`src/rtl/weight_feature_loader.sv`:
```
// Streams one weight load then one feature load into register buffers.
// Optional beat width check: define LOADER_WIDTH_CHECK_EN.
module weight_feature_loader #(
  parameter int WEIGHT_WIDTH  = 5,
  parameter int FEATURE_WIDTH = 8,
  parameter int WEIGHT_ROWS   = 96,
  parameter int FEATURE_ROWS  = 6
) (
  input  logic                     clk,
  input  logic                     rst_n,
  input  logic                     start,
  input  logic                     in_valid,
  input  logic [FEATURE_WIDTH-1:0] in_data,
  output logic                     in_ready,
  output logic [WEIGHT_WIDTH-1:0]  weights_out  [0:WEIGHT_ROWS-1],
  output logic [FEATURE_WIDTH-1:0] features_out [0:FEATURE_ROWS-1],
  output logic                     busy,
  output logic                     load_done,
  output logic                     width_err
);

  localparam int CW = (WEIGHT_ROWS > 1) ? $clog2(WEIGHT_ROWS) : 1;
  localparam int FI = (FEATURE_ROWS > 1) ? $clog2(FEATURE_ROWS) : 1;
  localparam logic [CW-1:0] W_LAST = CW'(WEIGHT_ROWS - 1);
  localparam logic [CW-1:0] F_LAST = CW'(FEATURE_ROWS - 1);

  typedef enum logic [1:0] {
    IDLE   = 2'd0,
    LOAD_W = 2'd1,
    LOAD_F = 2'd2,
    DONE   = 2'd3
  } state_t;

  state_t          state_q, state_d;
  logic [CW-1:0]   cnt_q, cnt_d;
  logic            we_w, we_f;
  logic [FI-1:0]   fidx;

  logic [WEIGHT_WIDTH-1:0]  weights_q  [0:WEIGHT_ROWS-1];
  logic [FEATURE_WIDTH-1:0] features_q [0:FEATURE_ROWS-1];

  assign fidx         = cnt_q[FI-1:0];
  assign weights_out  = weights_q;
  assign features_out = features_q;

  // State and beat counter registers.
  always_ff @(posedge clk or negedge rst_n) begin
    if (!rst_n) begin
      state_q <= IDLE;
      cnt_q   <= '0;
    end else begin
      state_q <= state_d;
      cnt_q   <= cnt_d;
    end
  end

  // Next state, counter advance and handshake outputs.
  always_comb begin
    state_d   = state_q;
    cnt_d     = cnt_q;
    in_ready  = 1'b0;
    busy      = 1'b0;
    load_done = 1'b0;
    we_w      = 1'b0;
    we_f      = 1'b0;
    unique case (state_q)
      IDLE: begin
        if (start) begin
          state_d = LOAD_W;
          cnt_d   = '0;
        end
      end
      LOAD_W: begin
        in_ready = 1'b1;
        busy     = 1'b1;
        if (in_valid) begin
          we_w = 1'b1;
          if (cnt_q == W_LAST) begin
            cnt_d   = '0;
            state_d = LOAD_F;
          end else begin
            cnt_d = cnt_q + CW'(1);
          end
        end
      end
      LOAD_F: begin
        in_ready = 1'b1;
        busy     = 1'b1;
        if (in_valid) begin
          we_f = 1'b1;
          if (cnt_q == F_LAST) begin
            cnt_d   = '0;
            state_d = DONE;
          end else begin
            cnt_d = cnt_q + CW'(1);
          end
        end
      end
      DONE: begin
        load_done = 1'b1;
        state_d   = IDLE;
      end
      default: state_d = IDLE;
    endcase
  end

  // Weight buffer: one entry written per accepted weight beat.
  always_ff @(posedge clk or negedge rst_n) begin
    if (!rst_n) begin
      for (int i = 0; i < WEIGHT_ROWS; i++) weights_q[i] <= '0;
    end else if (we_w) begin
      weights_q[cnt_q] <= in_data[WEIGHT_WIDTH-1:0];
    end
  end

  // Feature buffer: one entry written per accepted feature beat.
  always_ff @(posedge clk or negedge rst_n) begin
    if (!rst_n) begin
      for (int i = 0; i < FEATURE_ROWS; i++) features_q[i] <= '0;
    end else if (we_f) begin
      features_q[fidx] <= in_data;
    end
  end

`ifdef LOADER_WIDTH_CHECK_EN
  logic err_q, err_d;
  logic upper_nz;

  assign upper_nz  = (in_data >> WEIGHT_WIDTH) != '0;
  assign width_err = err_q;

  // Sticky flag: cleared by an accepted start, set by a wide weight beat.
  always_comb begin
    err_d = err_q;
    if (state_q == IDLE && start) err_d = 1'b0;
    if (we_w && upper_nz) err_d = 1'b1;
  end

  // Width error register.
  always_ff @(posedge clk or negedge rst_n) begin
    if (!rst_n) err_q <= 1'b0;
    else        err_q <= err_d;
  end
`else
  assign width_err = 1'b0;
`endif

endmodule

```
`config.mk`:
```
export PLATFORM = sky130hd
export DESIGN_NAME = weight_feature_loader
export DESIGN_NICKNAME = d
export VERILOG_FILES = /design/src/rtl/weight_feature_loader.sv
export SDC_FILE = /design/constraint.sdc
export NUM_CORES = 1
export LEC_CHECK = 0
export ABC_AREA = 0
export ABC_CLOCK_PERIOD_IN_PS = 2300
export CORE_UTILIZATION = 40
export CTS_BUF_LIST = sky130_fd_sc_hd__clkbuf_8
export CTS_CLUSTER_SIZE = 14
export DETAILED_ROUTE_END_ITERATION = 10
export HOLD_SLACK_MARGIN = 0.12
export PLACE_DENSITY = 0.8
export SLEW_MARGIN = 15
export SYNTH_ARGS = -nofsm -noshare
export SYNTH_HDL_FRONTEND = slang
export SYNTH_SLANG_ARGS = --single-unit
```
`constraint.sdc`:
```
create_clock -name clk -period 2.3 [get_ports clk]
set_clock_uncertainty 0.05 [all_clocks]
set_input_delay 0.23 -clock clk [delete_from_list [all_inputs] [get_ports clk]]
set_output_delay 0.23 -clock clk [all_outputs]
set_load 0.005 [all_outputs]
```
# Word level (Yosys, flattened, before mapping)
# Index checks and enable logic that the tools add are counted.
dict set report totals {
  regBits 537
  latchBits 0
  mem_bits_rw 0
  mem_bits_ro 0
  in_bits 12
  memories 0
}
dict set report classes {
  addsub 1
  n_mul 0
  n_div 0
  order_cmp 4
  eq_ne 10
  shift 0
  muxes 23
  n_bitwise 2
  reduce_logical 7
}
# op n
set ops {}
lappend ops {{$bwmux 480} 1}
lappend ops {{$bwmux 48} 1}
lappend ops {{$demux 5 s7} 1}
lappend ops {{$mux 7} 5}
lappend ops {{$demux 8 s3} 1}
lappend ops {{$pmux 7 s3} 1}
lappend ops {{$mux 2} 5}
lappend ops {{$ne 2x2->1 const B} 5}
lappend ops {{$ge 8x8->1 const B} 1}
lappend ops {{$lt 8x1->1 const B} 1}
lappend ops {{$mux 8} 1}
lappend ops {{$not 7->8} 1}
lappend ops {{$pmux 2 s4} 1}
lappend ops {{$add 7x1->7 const B} 1}
lappend ops {{$eq 7x3->1 const B} 1}
lappend ops {{$eq 7x7->1 const B} 1}
lappend ops {{$mux 1} 5}
lappend ops {{$mux 5} 1}
lappend ops {{$reduce_and 5->1} 1}
lappend ops {{$eq 2x2->1 const B} 2}
lappend ops {{$ge 4x4->1 const B} 1}
lappend ops {{$lt 4x1->1 const B} 1}
lappend ops {{$not 3->4} 1}
lappend ops {{$reduce_and 4->1} 1}
lappend ops {{other kinds (5)} 6}

# Logic depth before layout (Yosys ltp)
dict set report depth {
  depth_word 6
  mapped_depth 7
}

# Worst setup path after synthesis
# OpenSTA, ideal clock, no wires.
dict set report synth_timing {
  path_type {register -> register}
  startpoint {reg state_q[1]}
  endpoint {reg weights_q (netlist bit weights_out[405])}
  setup_ns 0.125
  t_arrival_ns 1.960
  path_slack_ns 0.166
  stages_incl_launch_ff 7
  period_less_slack_ns 2.134
  cell_sequence {dfrtp_1 > inv_1 > ha_1 > nand2_1 > or4_4 > nor3_4 > mux2_2}
}
dict set report synth_between {
  elab_chain_len 2
}
# element line
set synth_rtl {}
lappend synth_rtl {{from (decl)} 34} ;# state_t state_q, state_d;
lappend synth_rtl {{from (signal assigned)} 52} ;# state_q <= state_d;
lappend synth_rtl {{$eq 2x1->1} 66} ;# unique case (state_q)
lappend synth_rtl {{$mux 1} 66}
lappend synth_rtl {{to (signal, indexed assignment)} 112} ;# weights_q[cnt_q] <= in_data[WEIGHT_WIDTH-1:0];
lappend synth_rtl {{to (decl)} 39} ;# logic [WEIGHT_WIDTH-1:0] weights_q [0:WEIGHT_ROWS-1];
# No other way between the ends.
# A chain may end at the register's enable or synchronous reset.

# Final worst setup path
dict set report layout_timing {
  startpoint {reg state_q[1]}
  endpoint {reg weights_q (netlist bit weights_out[416])}
}
# The elaborated chain is that of the path after synthesis.

==> results.md <==
| Parameter | Reported | Unit |
|:---|:---|:---|
| Inserted Clock Buffers | 89 | - |
| Clk sink count | 537 | - |
| Peak fanout along the critical path | 6 | - |
| Worst Setup SP | state_q[1] | - |
| # rows | 83 | - |
| Synthesized area per cell | 15.3 | um2 |
| Clock period minus worst slack | 2270 | ps |
| DRC violation total after the first TritonRoute iteration | 608 | - |
| Kind of end point of the critical path | flip-flop | - |
| Timing-limited maximum frequency | 441 | MHz |
| Global-route wire length before repair | 96400 | um |
| R2r startpoint | state_q[1] | - |
| Root Buffer | clkbuf_8 | - |
| Critical path required time | 2800 | ps |
| Capture instance of the worst register-to-register path | weights_out[416] | - |
| Post-synthesis sequential area ratio | 0.644 | - |
| Total internal power | 0.0170 | W |
| Maximum level of the CTS H-tree | 3 | - |
| Sequential share of power | 0.472 | - |
| Die Y | 230 | um |
| Core ar. | 51400 | um2 |
| Highest-count cells in the layout ignoring fill and taps | dfrtp_1, clkdlybuf4s50_1, mux2_2 | - |
| Die outline width | 230 | um |
| Via count of the first global-routing pass | 15500 | - |
| Proportion of total power due to net switching | 0.261 | - |
| Maximum count of clock buffers along a single path | 3 | - |
| Cell depth of the worst flop-to-flop path | 7 | - |
| Drt first pass iters | 4 | - |
| Remaining Overflow, GRT | 0 | - |
| Drt drc | 0 | - |
| Post-detailed-route count of antenna-violating nets | 0 | - |
| Count of mapped cells out of synthesis | 1360 | - |
| Layout Utilization | 0.580 | - |
| Syn-to-layout area delta | 43.0 | % |
| Maximum number of pins on one net before global-route repair | 103 | - |
| Sort of element at the start of the critical path | flip-flop | - |
| Clock network fraction of design power | 0.344 | - |
| Synthesis-stage register bit count | 537 | - |
| Max-slew headroom at the worst pin | 0.559 | - |
| Number of failing setup endpoints in the final timing report | 0 | - |
| Met2 WL | 31900 | um |
| Outcome | finished, final reports clean | - |
| Final hold slack | 234 | ps |
| Portion of the clock cycle consumed by the worst path in the final layout | 0.985 | - |
| Number of top-level pins | 544 | - |
| Total net switching power | 0.00599 | W |
| CP Class | flip-flop to flip-flop | - |
| CTS tree | built | - |
| Comb pwr share | 0.184 | - |
| Ant diodes | 0 | - |
| Number of antenna violations at the first check in global routing | 0 | - |
| DR vias/cell | 5.09 | - |
| Peak VDD IR | 0.546 | mV |
| Synthesized net count | 1379 | - |
| Total negative setup slack | 0 | ps |
| Number of vias after detailed routing | 14300 | - |
| Wire length on met1 | 25500 | um |
| Total Nets Final | 2080 | - |
| Count of final hold-check violations | 0 | - |
| Power per unit of standard cell area | 770 | nW/um2 |
| Class of the tightest hold or removal check | input pin to flip-flop | - |
| DIE AREA | 53100 | um2 |
| Total power consumption of the routed design | 0.0230 | W |
| Clock input transition at the sequential cells of the worst setup and hold paths | 60 | ps |
| Max-cap viol count | 0 | - |
| Worst skew pair latency | 680 | ps |
| Per-cell routed wire length | 23.0 | um |
| Max Slew Vio Count | 0 | - |
| Total leakage power | 14.3 | nW |
| DR top layer | met4 | - |
| Detailed-routed wire length on met3 | 4810 | um |
| Starting utilization of the core area | 0.406 | - |
| Total of warnings raised by yosys | 0 | - |
| Actual transition at the worst max-transition pin | 662 | ps |
| R2R Setup Slk | 30 | ps |
| Count of buffers from port buffering | 542 | - |
| GP Congestion | 0.822 | - |
| GRT Resource Usage Total | 0.241 | - |
| Worst Setup EP | weights_out[416] | - |
| Yosys cell types | 44 | - |
| Routed wire length | 64400 | um |
| Placed wire-length estimate | 44500 | um |
| Critical path arrival | 2770 | ps |
| Share of final-layout standard cells stronger than drive strength 1 | 0.385 | - |
| Post-Syn Area | 20900 | um2 |
layer usage:
layer	vias up	GRT usage
met4	0	0.0987
met3	133	0.0771
met5	-	0
met1	7430	0.291
met2	559	0.398
li1	6143	-
power by group through the flow:
stage / Sequential [W] / Combinational (W) / Clock (W)
after floorplan: 0.0110 / 0.00143 / 0
after global placement: 0.0109 / 0.00400 / 0
after detailed placement: 0.0110 / 0.00409 / 0
after CTS: 0.0108 / 0.00419 / 0.00811
after global routing: 0.0110 / 0.00447 / 0.00854
final: 0.0109 / 0.00422 / 0.00790
synth_stat cells (all sizes together):
cell,instances,area [um2]
or2b,1,7.51
and3,1,6.26
or2,1,6.26
or4,2,18.8
and2b,1,7.51
nand2,50,188
nor3,8,67.6
nand4,2,12.5
buf,19,106
nand2b,3,26.3
nor2b,7,43.8
nand4b,1,15.0
inv,7,26.3
nor4,2,18.8
nor2,89,359
o211ai,9,67.6
o21ba,1,10.0
and2,3,18.8
ha,7,87.6
o311ai,1,8.76
o31ai,1,7.51
nand3,9,45.0
a31oi,1,6.26
and3b,1,8.76
mux2,529,5960
o21ai,3,15.0
o21a,1,7.51
or3,3,23.8
dfrtp,537,13400
mux2i,1,10.0
a221oi,1,26.3
clkbuf,57,214
conb,1,3.75
registers in the layout, indices dropped and copies added (netlist names):
register and flops:
features_out 48, state_q 2, cnt_q 7, weights_out 480
how the worst min path moves through the flow:
stage | from | to | depth (start not counted)
final | in_data[0] | weights_out[430] | 3
after global routing | in_data[0] | weights_out[430] | 3
after CTS | in_data[0] | weights_out[275] | 3
after detailed placement | rst_n | weights_out[150] | 1
after global placement | rst_n | weights_out[153] | 1
after floorplan | rst_n | cnt_q[0] | 0
layout make-up:
class / instances / area (um2)
multi-input combinational: 740 / 7140
tap: 680 / 851
fill: 4001 / 21600
timing repair buffer: 686 / 6700
clock buffer: 106 / 1460
inverter: 7 / 26.3
sequential: 537 / 13400
clock inverter: 46 / 218
metrics by stage:
| step | instances | setup WS (ps) | cell area [um2] |
|---|---|---|---|
| 3_5_place_dp | 2639 | -104 | 28000 |
| 2_1_floorplan | 1360 | 166 | 20900 |
| 4_1_cts | 2798 | 8.10 | 29700 |
| 5_1_grt | 2802 | -25.8 | 29800 |
| 6_report | 2802 | 33.7 | 29800 |
| 3_3_place_gp | 2639 | -52.6 | 28000 |
timing repair:
action | in CTS | in global routing
buffers inserted | 2 | 4
pin swaps | 0 | 3
resized for setup | 6 | 12
hold buffers | 5 | 0
endpoints found under the hold margin | 601 | 0
endpoints found under the setup margin | 71 | 271
critical path, cell delays in order, from the launching register on:
cell	delay [ps]
dfrtp_1	400
inv_2	110
ha_4	180
nand2_2	70
or4_4	600
buf_4	180
nor2_4	230
mux2_4	330
cell families after synthesis:
| group | after synthesis | synth area share |
|---|---|---|
| flip-flops | 537 | 0.644 |
| multiplexers | 530 | 0.286 |
| AND/OR/NAND/NOR | 184 | 0.0419 |
| AO/OA/AOI/OAI | 18 | 0.00714 |
| other | 1 | 0.000180 |
| adder cells (fa/ha/maj) | 7 | 0.00420 |
| buffers and inverters | 83 | 0.0166 |
Power figures use the tool's default switching activity.
==> variant 1 (same flow settings) <==
The parameter `WEIGHT_ROWS` goes from 96 to 48.
--- a/src/rtl/weight_feature_loader.sv
+++ b/src/rtl/weight_feature_loader.sv
@@ -3,7 +3,7 @@
 module weight_feature_loader #(
   parameter int WEIGHT_WIDTH  = 5,
   parameter int FEATURE_WIDTH = 8,
-  parameter int WEIGHT_ROWS   = 96,
+  parameter int WEIGHT_ROWS   = 48,
   parameter int FEATURE_ROWS  = 6
 ) (
   input  logic                     clk,
Ports: changed (resized weights_out); port bits go from 544 to 304. The function was not compared with the original's and may differ.
==> variant 1 against the unedited design <==
Wire length down 51%. Total power shrank 41%. Sequential cell count fell by 241. Synthesized area down 44%. Worst hold slack got worse by 83 ps. Design area decreased by 45%. Die area shrank 44%. Setup slack gained 60 ps. Highest routed layer unchanged.
==> variant 1: results (changes against the unedited design) <==
status completed; Area after DPL 0.01550 mm^2 (-45%); vias in the first global route 8,350 (-46%); antenna diode count 0 (unchanged); largest net degree at the start of global routing 63 (-39%); CP arrival 2580 ps (-190 ps); clk slew on worst S/H paths 60 ps (about the same); xor and xnor area share after synthesis 0% (unchanged); Port Buffers 302 (-44%); yosys warns 0 (unchanged); DRC viols 0 (unchanged); Comb power 2.94 mW (-30%); Area contributors post-synth dfrtp_1 63%, mux2_2 28%, nor2_4 1.2%, clkbuf_1 0.87%, nor2_1 0.83%; Routed Antenna Nets 0 (unchanged); worst skew pair latency 550 ps (-130 ps); max reg flops 240 (-50%); routed len/inst 20.36 um (-11%); DP Wirelength 20,850 um (-53%); H-Tree Level Count 2 (-1); cell-internal power 10.05 mW (-41%); # hold bufs at CTS 1 (-4); crit path max fanout 6 (unchanged); nets 1,149 (-45%); Syn Inst Count 764 (-44%); power share of the combinational group 21.7% (+3.3 points); CTS root buf clkbuf_8; antenna violations before repair 0 (unchanged); CTS buffer count 48 (-46%); Placement Setup Slack -115.1 ps (-11.09 ps); Max-slew headroom 49.54% (-6.3 points); Clock Path Buffers 3 (unchanged); gr usage total 21.41% (-2.7 points); most frequent cells after synthesis 296 x dfrtp_1, 287 x mux2_2, 27 x clkbuf_1, 26 x nor2_1, 24 x nand2_1; routability cong. 0.8055 (-2.0%); mux contribution to synthesized area 27.81% (-0.79 points); HP Class input pin to asynchronous set/reset pin; post_cts resized 3 (-3); Async SR Flop Fraction 100.0% (unchanged); LEAKAGE 7.777 nW (-46%); peak supply drop 0.5771 mV (+5.8%); 1st-iter DRT viols 376 (-38%); Core Util, Final 57.36% (-0.68 points); most numerous cell in the Yosys netlist dfrtp_1; DR vias/cell 4.956 (-2.7%); Synth Net Count 783 (-43%); Netlist cell types 43 (-2.3%); first-pass GRT wire length 49,960 um (-48%); Total Wirelength 31,530 um (-51%); P_seq 6.14 mW (-44%); fraction of the mapped netlist area in adder cells 0.7483% (+0.33 points); Post-Place Cells 1,459 (-45%); compound-cell area share of the yosys netlist 1.112% (+0.40 points); Layout fillers 2,319 (-42%); layout cells sized above 1 38.06% (-0.44 points); sequential share of the synthesized area 63.29% (-1.1 points); Post-CTS Setup Repair Bufs 2 (unchanged)
[variant 1: cell count changes in the layout (fill, tap and decap cells not counted), sizes merged, moves of 13 or more]
cell | unedited run | this run
dfrtp | 537 | 296
clkdlybuf4s50 | 536 | 296
mux2 | 529 | 289
buf | 145 | 63
clkbuf | 106 | 57
nor2 | 89 | 46
nand2 | 50 | 24
inv | 43 | 30
[variant 1: layout make-up]
cell class | count | share of cell area, %
clock inverter | 27 | 0.9701
multi-input combinational | 418 | 24.92
timing repair buffer | 360 | 21.45
clock buffer | 57 | 4.752
sequential | 296 | 44.87
tap | 384 | 2.910
inverter | 6 | 0.1364
[variant 1: logic make-up after synthesis]
logic type | count (synthesis)
AO/OA/AOI/OAI | 17
AND/OR/NAND/NOR | 104
buffers and inverters | 50
other | 1
flip-flops | 296
adder cells (fa/ha/maj) | 7
multiplexers | 289
[variant 1: path summary, 6_finish.rpt]
check | start | endpoint | slack [ps] | depth (start not counted)
max | state_q[1] | weights_out[237] | 90 | 7
min | rst_n | weights_out[187] | 150 | 2
max reg2reg | state_q[1] | weights_out[237] | 90 | 7
min reg2reg | features_out[35] | features_out[35] | 450 | 1
max in group asynchronous | rst_n | features_out[3] | 1290 | 3
min in group clk | in_data[2] | weights_out[197] | 230 | 3
[variant 1: layer usage]
layer  up-vias  GRT usage, %  routed length (um)
li1       3402             -                   -
met1      3983         26.22               13090
met2       241         36.16               15580
met3        46         6.420                2181
met4         0         6.969                 677
met5         -             0                   0
[variant 1: critical path, cell delays in order, from the launching register on]
cell and delay [ps]:
dfrtp_1 380, inv_1 130, ha_2 250, or3b_4 420, nor3b_4 210, buf_4 170, nand2_1 150, mux2_2 320
==> variant 2 (same settings) <==
Made on the original files. The 4 states of `state_t` get a one-hot encoding in 4 bits.
--- a/src/rtl/weight_feature_loader.sv
+++ b/src/rtl/weight_feature_loader.sv
@@ -24,11 +24,11 @@
   localparam logic [CW-1:0] W_LAST = CW'(WEIGHT_ROWS - 1);
   localparam logic [CW-1:0] F_LAST = CW'(FEATURE_ROWS - 1);
 
-  typedef enum logic [1:0] {
-    IDLE   = 2'd0,
-    LOAD_W = 2'd1,
-    LOAD_F = 2'd2,
-    DONE   = 2'd3
+  typedef enum logic [3:0] {
+    IDLE   = 4'b0001,
+    LOAD_W = 4'b0010,
+    LOAD_F = 4'b0100,
+    DONE   = 4'b1000
   } state_t;
 
   state_t          state_q, state_d;
Function: same outputs for any inputs over 4 cycles, from zero or initial values and one cycle with rst_n low; so few cycles prove little.
==> variant 2 against the unedited design <==
The run now ends with negative setup slack left. First-iteration DRC count is 7.6% lower. Final cell count is 1.5% lower. Synthesized cell count is 0.51% lower. Sequential cell count is 2 higher. Critical endpoint is now weights_out[293]. Setup slack worse by 49 ps. Wire length is 1.4% lower. Synthesized area is 0.61% higher. Design area is 0.36% lower. Worst hold slack better by 11 ps. Fmax is 2.1% lower.
Power is not compared: it rests on default switching activity, and its combinational part moved more than twofold at a synthesized area within 25%.
==> variant 2: results (changes against the unedited design) <==
status complete, but fails checks; 1st-iter DRT viols 562 (-7.6%); Clock Path Buffers 3 (unchanged); DP Wirelength 42,860 um (-3.8%); vias in the first global route 15,200 (-1.7%); Max stage delay on crit path 390 ps (-210 ps); Post-Place Cells 2,596 (-1.6%); CTS buffer count 88 (-1.1%); nets 2,026 (-2.6%); gr usage total 23.65% (-0.46 points); sequential share of the synthesized area 64.26% (-0.14 points); most frequent cells after synthesis 538 x dfrtp_1, 526 x mux2_2, 75 x nand2_1, 66 x clkbuf_1, 38 x nor2_1; Syn Inst Count 1,353 (-0.51%); crit path max fanout 10 (+4); layout cells sized above 1 37.85% (-0.65 points); Area after DPL 0.02788 mm^2 (-0.37%); Area contributors post-synth dfrtp_1 64%, mux2_2 28%, nand2_1 1.3%, clkbuf_1 1.2%, nor2_8 0.95%; yosys warns 0 (unchanged); routed len/inst 23.02 um (+0.16%); failing checks negative setup slack; Layout fillers 4,057 (+1.4%); Netlist cell types 47 (+6.8%); Final Hold Fails 0 (unchanged); Synth Net Count 1,367 (-0.87%); final setup vio count 3 (+3); CP arrival 2810 ps (+40 ps); post-layout worst setup margin -15.46 ps (-49.13 ps); Total Wirelength 63,520 um (-1.4%); Max-slew headroom 60.10% (+4.2 points); first-pass GRT wire length 94,880 um (-1.5%); MaxCap Viol Count 0 (unchanged); clk slew on worst S/H paths 70 ps; antenna violations before repair 1 (+1); routed via count 14,110 (-1.1%); CP max-delay cell dfrtp_1; routability cong. 0.8150 (-0.86%); Fin Setup TNS -37.58 ps (-37.58 ps); hold_ws 245.2 ps (+10.97 ps); Port Buffers 542 (unchanged); Async SR Flop Fraction 100.0% (unchanged); worst skew pair latency 660 ps (-20 ps); largest net degree at the start of global routing 103 (unchanged)
[variant 2: worst max-delay path, delay by kind of cell (launching register included)]
kind / cells / cell delay [ps]
simple gates: 3 / 490
buf+inv: 5 / 920
mux: 1 / 350
flops: 1 / 390
[variant 2: path summary, 6_finish.rpt]
kind / start / to / cells past startpoint
max in group asynchronous: rst_n / weights_out[147] / 3
worst min register to register: weights_out[303] / weights_out[303] / 1
worst min-delay path: in_data[4] / weights_out[39] / 3
min in group asynchronous: rst_n / cnt_q[6] / 3
worst max register to register: state_q[3] / weights_out[293] / 9
worst max-delay path: state_q[3] / weights_out[293] / 9
[variant 2: power groups by stage]
stage,combinational [mW],clock [mW],sequential (mW)
after detailed placement,1.85,0,10.2
after CTS,1.90,8.32,10.0
after floorplan,0.606,0,10.2
after global placement,1.81,0,10.1
after global routing,2.05,8.80,10.0
final,1.90,8.12,10.0
[variant 2: through the flow]
| stage | utilization (%) | worst slack, ps |
|---|---|---|
| global placement | 54.02 | -386.2 |
| detailed placement | 54.02 | -426.5 |
| CTS | 57.51 | 0.9308 |
| finish | 57.60 | -15.46 |
| global route | 57.60 | -49.71 |
| floorplan | - | 105.8 |
[variant 2: repair_timing]
item,4_1_cts,5_1_grt
endpoints found under the setup margin,52,93
buffers inserted,0,1
pin swaps,2,2
resized for setup,8,11
hold endpoints to repair,559,0
cloned,0,1
hold buffers,4,0
[variant 2: layout make-up]
cell class / count / share of cell area [%]
flip-flops and latches: 539 / 45.38
repair buffers: 645 / 21.59
multi-input cells: 736 / 24.34
clock buffers: 107 / 4.954
inverters: 2 / 0.02525
clock inverters: 50 / 0.8502
well taps: 680 / 2.862
[variant 2: logic make-up (layout without fill, tap and decap cells)]
kind of cell	Yosys count	in the layout	synth area share (%)
flip-flops	539	539	64.26
multiplexers	528	528	28.32
AND/OR/NAND/NOR	180	180	4.852
buffers and inverters	78	804	1.514
AO/OA/AOI/OAI	24	24	0.8703
adder cells (fa/ha/maj)	2	2	0.1192
other	1	1	0.01786
XOR/XNOR	1	1	0.04173
[variant 2: layer usage]
| metal | vias to the layer above | GRT usage, % | part of all wire [%] |
|---|---|---|---|
| li1 | 6115 | - | - |
| met1 | 7349 | 28.50 | 40 |
| met2 | 524 | 39.11 | 49 |
| met3 | 122 | 6.951 | 7.3 |
| met4 | 0 | 10.72 | 3.7 |
| met5 | - | 0 | 0 |
